==> config.mk <==
export PLATFORM = sky130hd
export DESIGN_NAME = div_unit
export DESIGN_NICKNAME = d
export VERILOG_FILES = /design/src/rtl/div_unit.sv
export SDC_FILE = /design/constraint.sdc
export NUM_CORES = 1
export LEC_CHECK = 0
export CAP_MARGIN = 20
export CORE_ASPECT_RATIO = 0.6
export CORE_MARGIN = 2
export CORE_UTILIZATION = 59
export DETAILED_ROUTE_END_ITERATION = 16
export DONT_BUFFER_PORTS = 1
export PLACE_DENSITY = 0.9
export SLEW_MARGIN = 0
export SYNTH_ARGS = -nofsm -noshare
export SYNTH_HDL_FRONTEND = slang
export SYNTH_SLANG_ARGS = --single-unit
export TNS_END_PERCENT = 20
==> constraint.sdc <==
create_clock -name clk -period 5.6 [get_ports clk]
set_input_delay 1.12 -clock clk [delete_from_list [all_inputs] [get_ports clk]]
set_output_delay 1.12 -clock clk [all_outputs]
set_load 0.005 [all_outputs]
==> src/rtl/div_unit.sv <==
// Multi-cycle 32-bit restoring divider for the execute stage.
// Returns {remainder, quotient} for the HI/LO path and stalls the requester while it iterates.
module div_unit (
    input  logic        clk,
    input  logic        rst,
    input  logic        start,
    input  logic        signed_div,
    input  logic        annul,
    input  logic [31:0] opa,
    input  logic [31:0] opb,
    output logic        stall,
    output logic        ready,
    output logic [63:0] result
);

    typedef enum logic [1:0] {IDLE, BUSY, DZERO, DONE} state_t;

    state_t      state, state_next;
    logic [4:0]  count;
    logic [31:0] dvd, dvs, prem;
    logic        qneg, rneg;

    logic [31:0] mag_a, mag_b;
    logic [32:0] shifted, diff;
    logic        qbit;
    logic [31:0] rem_step, quo_step, quo_fix, rem_fix;

    assign mag_a = (signed_div && opa[31]) ? -opa : opa;
    assign mag_b = (signed_div && opb[31]) ? -opb : opb;

    // dvd shifts dividend bits out the top while quotient bits enter at the bottom
    assign shifted  = {prem, dvd[31]};
    assign diff     = shifted - {1'b0, dvs};
    assign qbit     = ~diff[32];
    assign rem_step = qbit ? diff[31:0] : shifted[31:0];
    assign quo_step = {dvd[30:0], qbit};
    assign quo_fix  = qneg ? -quo_step : quo_step;
    assign rem_fix  = rneg ? -rem_step : rem_step;

    assign stall = start & ~annul & (state != DONE);

    always_ff @(posedge clk) begin
        if (!rst) state <= IDLE;
        else      state <= state_next;
    end

    always_comb begin
        state_next = state;
        if (annul) begin
            state_next = IDLE;
        end else begin
            case (state)
                IDLE:    if (start) state_next = (opb == 32'd0) ? DZERO : BUSY;
                BUSY:    if (count == 5'd31) state_next = DONE;
                DZERO:   state_next = DONE;
                DONE:    state_next = IDLE;
                default: state_next = IDLE;
            endcase
        end
    end

    always_ff @(posedge clk) begin
        if (!rst) begin
            count  <= 5'd0;
            dvd    <= 32'd0;
            dvs    <= 32'd0;
            prem   <= 32'd0;
            qneg   <= 1'b0;
            rneg   <= 1'b0;
            ready  <= 1'b0;
            result <= 64'd0;
        end else begin
            ready <= (state_next == DONE);
            case (state)
                IDLE: begin
                    if (start && !annul) begin
                        // A zero divisor keeps the raw dividend for the DZERO result
                        dvd   <= (opb == 32'd0) ? opa : mag_a;
                        dvs   <= mag_b;
                        prem  <= 32'd0;
                        count <= 5'd0;
                        qneg  <= signed_div & (opa[31] ^ opb[31]);
                        rneg  <= signed_div & opa[31];
                    end
                end
                BUSY: begin
                    if (!annul) begin
                        prem  <= rem_step;
                        dvd   <= quo_step;
                        count <= count + 5'd1;
                        if (count == 5'd31) result <= {rem_fix, quo_fix};
                    end
                end
                DZERO: begin
                    if (!annul) result <= {dvd, 32'hFFFF_FFFF};
                end
                default: ;
            endcase
        end
    end

endmodule
==> summary.txt <==
GRT
  • Vias in the first global route: 11,700
  • Aggregate global-route resource usage: 0.3517
  • GR Overflow Total: 0
  • Wire length of the first global-routing pass: 61,730 um
  • Largest net degree at the start of global routing: between 70 and 80
  • Antenna violations before repair: 1

Synthesis
  • Top_reg_cell synth: dfxtp_1
  • Post-synth net total: about 1,800
  • Ys async rst share: 0
  • Ys Warns: 0
  • Yosys cell types: slightly below 80
  • Yosys top cell area share: 0.2780
  • Avg Synthesized Cell Area: 7.352 sq um
  • Yosys reg bits: 170
  • Synth area leaders: dfxtp_1 28%, a21oi_1 6.8%, nand2_1 5.4%
  • Post-synth EDFFs: 0
  • Area leader, netlist: dfxtp_1
  • Post-Synthesis Cells: approximately 1,700
  • Sequential area share after synthesis: 0.2780
  • Post-Syn Area: between 10,000 and 15,000 sq um

Critical path
  • Cell Chain, Critical Path: inv_1 > ha_1 > inv_1 > fa_1 > a211oi_2 > o211ai_1 > a211oi_1 > nor2_1 > o21a_1 > nor2_4 > mux2i_1 > ha_1 > inv_1 > nor4_2 > a31oi_1 > or3_1 > o41ai_1 > xor2_1 > o22ai_1
  • Worst path depth: 19
  • Worst Setup End Kind: flop
  • Critical path's largest stage delay: 0.56 ns
  • Reg-to-reg startpoint: dvd[31]$_SDFFE_PN0P_
  • Reg2reg path depth: 19
  • R2R Path End: result[62]$_SDFFE_PN0P_
  • Critical Path Sink: result[62]$_SDFFE_PN0P_
  • Largest delay share family, worst path: compound AO/OA/AOI/OAI gates
  • Worst path bufs/invs: 3
  • Most frequent CP cell: inv_1
  • Critical Path Source: dvd[31]$_SDFFE_PN0P_
  • Category of the most critical setup path: flop to flop
  • Worst EP arrival: 5.60 ns
  • Crit Path Max Fanout: 7
  • Reg2reg setup slack: roughly 0.32 ns
  • Worst path slowest cell: or3_1
  • Critical path launch point type: flop
  • WP data required: 5.92 ns

Place
  • DP Wirelength: between 20,000 and 30,000 um
  • # port buffers: 0
  • GPL Wtd Cong: 0.9423

Clock network
  • # Post-CTS Setup Buffers: 0
  • TritonCTS Sinks: 170
  • Clk buf depth: 2
  • CTS clk-pin slew, worst paths: 0.07 ns
  • Num CTS Buffers: 17
  • Root Driver: clkbuf_16
  • CTS tree: done
  • H-tree depth: 4
  • Clock Latency Late Sink: 0.45 ns
  • Hold_buf cts: 0
  • Post-CTS sizing: 0

Final layout
  • Synthesis-to-finish area growth: 5.304%
  • Layout cells sized above 1: 0.05563
  • Number of inserted diodes: 0
  • Final #Nets: 1,699

Routing
  • Post-DRT Antenna Nets: 0
  • Post-DR vias/cell: 6.928
  • Initial DRC Count: ~1,900
  • Routed WL: 39,750 um
  • Vias: 12,980
  • Drt wl/cell: 21.22 um
  • Drt first pass iters: 6
  • Number of remaining DRC errors: 0

STA
  • Hold slack: 0.4624 ns
  • Final setup violation count: 0
  • Fin. Hold Viols: 0
  • Final period util: 0.9423
  • Max-slew headroom: 0.3038
  • Setup TNS: 0 ns
  • Min Tclk post-route: roughly 5.3 ns
  • Post-Route Skew: 0.01409 ns
  • Fmax: 189.5 MHz
  • Final Max Slew Viols: 0
  • Worst-margin pin slew: 1.042 ns

Power and ir drop
  • Pwr/cell area: 245.4 nW/um^2
  • P_leak: 4.613 nW
  • Maximum VDD drop: 0.2266 mV

Min path
  • Hold/Removal Path Class: flop to flop

Floorplanning
  • Die Height: 115.6 um
  • Starting Density: 0.6069
  • IO Pins: 135
  • Die X: 190.0 um
  • Core area: 20,170 sq um
  • Total Die Area: about 22,000 sq um
  • FP Rows: 40

Run status
  • Status: finished, final reports clean

Run
  • Max_cap viols: 0
==> worst register-to-register path, cell delays in order, from the launching register on <==
cell      delay (ns)
dfxtp_1         0.39
inv_1           0.09
ha_1            0.15
inv_1           0.05
fa_1            0.43
a211oi_2        0.27
o211ai_1        0.19
a211oi_1        0.33
nor2_1          0.15
o21a_1          0.24
nor2_4          0.17
mux2i_1         0.35
ha_1            0.27
inv_1           0.14
nor4_2          0.46
a31oi_1         0.25
or3_1           0.56
o41ai_1         0.41
xor2_1          0.17
o22ai_1         0.09
==> how the worst min path moves through the flow <==
stage	start	slack, ns	cells past startpoint	to
6_report	dvs[0]$_SDFFE_PN0P_	0.46	2	dvs[0]$_SDFFE_PN0P_
5_1_grt	dvs[22]$_SDFFE_PN0P_	0.49	2	dvs[22]$_SDFFE_PN0P_
4_1_cts	dvs[22]$_SDFFE_PN0P_	0.46	2	dvs[22]$_SDFFE_PN0P_
3_5_place_dp	dvs[22]$_SDFFE_PN0P_	0.45	2	dvs[22]$_SDFFE_PN0P_
3_3_place_gp	dvs[22]$_SDFFE_PN0P_	0.44	2	dvs[22]$_SDFFE_PN0P_
2_1_floorplan	dvs[22]$_SDFFE_PN0P_	0.43	2	dvs[22]$_SDFFE_PN0P_
==> registers in the layout, summed over array words and instances (netlist names) <==
register and cells:
count 5, dvd 32, dvs 32, prem 32, qneg 1, ready 1
result 64, rneg 1, state 2
==> cells by family after synthesis <==
| kind of cell | count (synthesis) | share of synthesized area |
|---|---|---|
| AO/OA/AOI/OAI | 533 | 0.2727 |
| buffers and inverters | 174 | 0.05693 |
| multiplexers | 38 | 0.03158 |
| flip-flops | 170 | 0.2780 |
| AND/OR/NAND/NOR | 577 | 0.2232 |
| adder cells (fa/ha/maj) | 43 | 0.04456 |
| XOR/XNOR | 130 | 0.09301 |
==> layer usage <==
metal	routed length, um	global-route usage
met2	16260	0.5066
met3	5771	0.1105
met5	18	0
met1	16880	0.5036
met4	826	0.09922
==> power by group <==
group	switching, mW	internal [mW]	total [mW]	leakage (nW)
logic	0.429	0.223	0.651	2.95
registers	0.0374	1.24	1.28	1.38
clock network	0.565	0.666	1.23	0.284
==> cell type report <==
cell class / count / area [sq um]
multi-input cells: 1321 / 8179
fillers: 1747 / 7278
flip-flops and latches: 170 / 3403
clock buffers: 17 / 425.4
well taps: 273 / 341.6
inverters: 57 / 215.2
clock inverters: 15 / 163.9
repair buffers: 20 / 162.7
==> per-stage QoR <==
| stage | area, sq um | power [mW] | setup slack, ns | instances | utilization |
|---|---|---|---|---|---|
| after floorplan | 12240 | 1.789 | 0.4204 | 1665 | - |
| after global placement | 12270 | 1.911 | 0.5286 | 1840 | 0.6081 |
| after detailed placement | 12270 | 1.925 | 0.3097 | 1840 | 0.6081 |
| after CTS | 12850 | 3.131 | 0.2814 | 1872 | 0.6373 |
| after global routing | 12890 | 3.266 | -0.01155 | 1873 | 0.6391 |
| final | 12890 | 3.163 | 0.3229 | 1873 | 0.6391 |
==> placed cells by master (no fill, tap or decap), drive strengths merged, types with 17 or more instances in the layout <==
master / instances
nand2: 178
dfxtp: 170
a21oi: 170
nor2: 157
o21ai: 134
xor2: 69
xnor2: 61
inv: 61
nand3: 55
ha: 42
a31oi: 38
nor3: 36
mux2i: 33
a211oi: 31
o31ai: 25
nor4: 24
buf: 20
or3: 19
and2: 19
o211ai: 17
clkbuf: 17
==> synth_stat cells, drive strengths merged, types with 5 or more instances <==
cell type	count
or3	19
a211o	6
o22ai	7
o41ai	16
xnor2	61
o221ai	12
o211ai	17
nor4	24
o31ai	25
or2	9
a21o	8
nand3	55
inv	57
nand2b	14
or4	12
dfxtp	170
mux2i	33
a311oi	14
a211oi	31
a22oi	9
nand4	13
mux2	5
and3	16
clkbuf	96
and4	6
buf	21
a31oi	38
o31a	6
o21ai	134
nor3	36
xor2	69
nor2b	10
o21a	8
and2	19
ha	42
nor2	157
nand2	178
a21oi	170
Power figures use the tool's default switching activity.
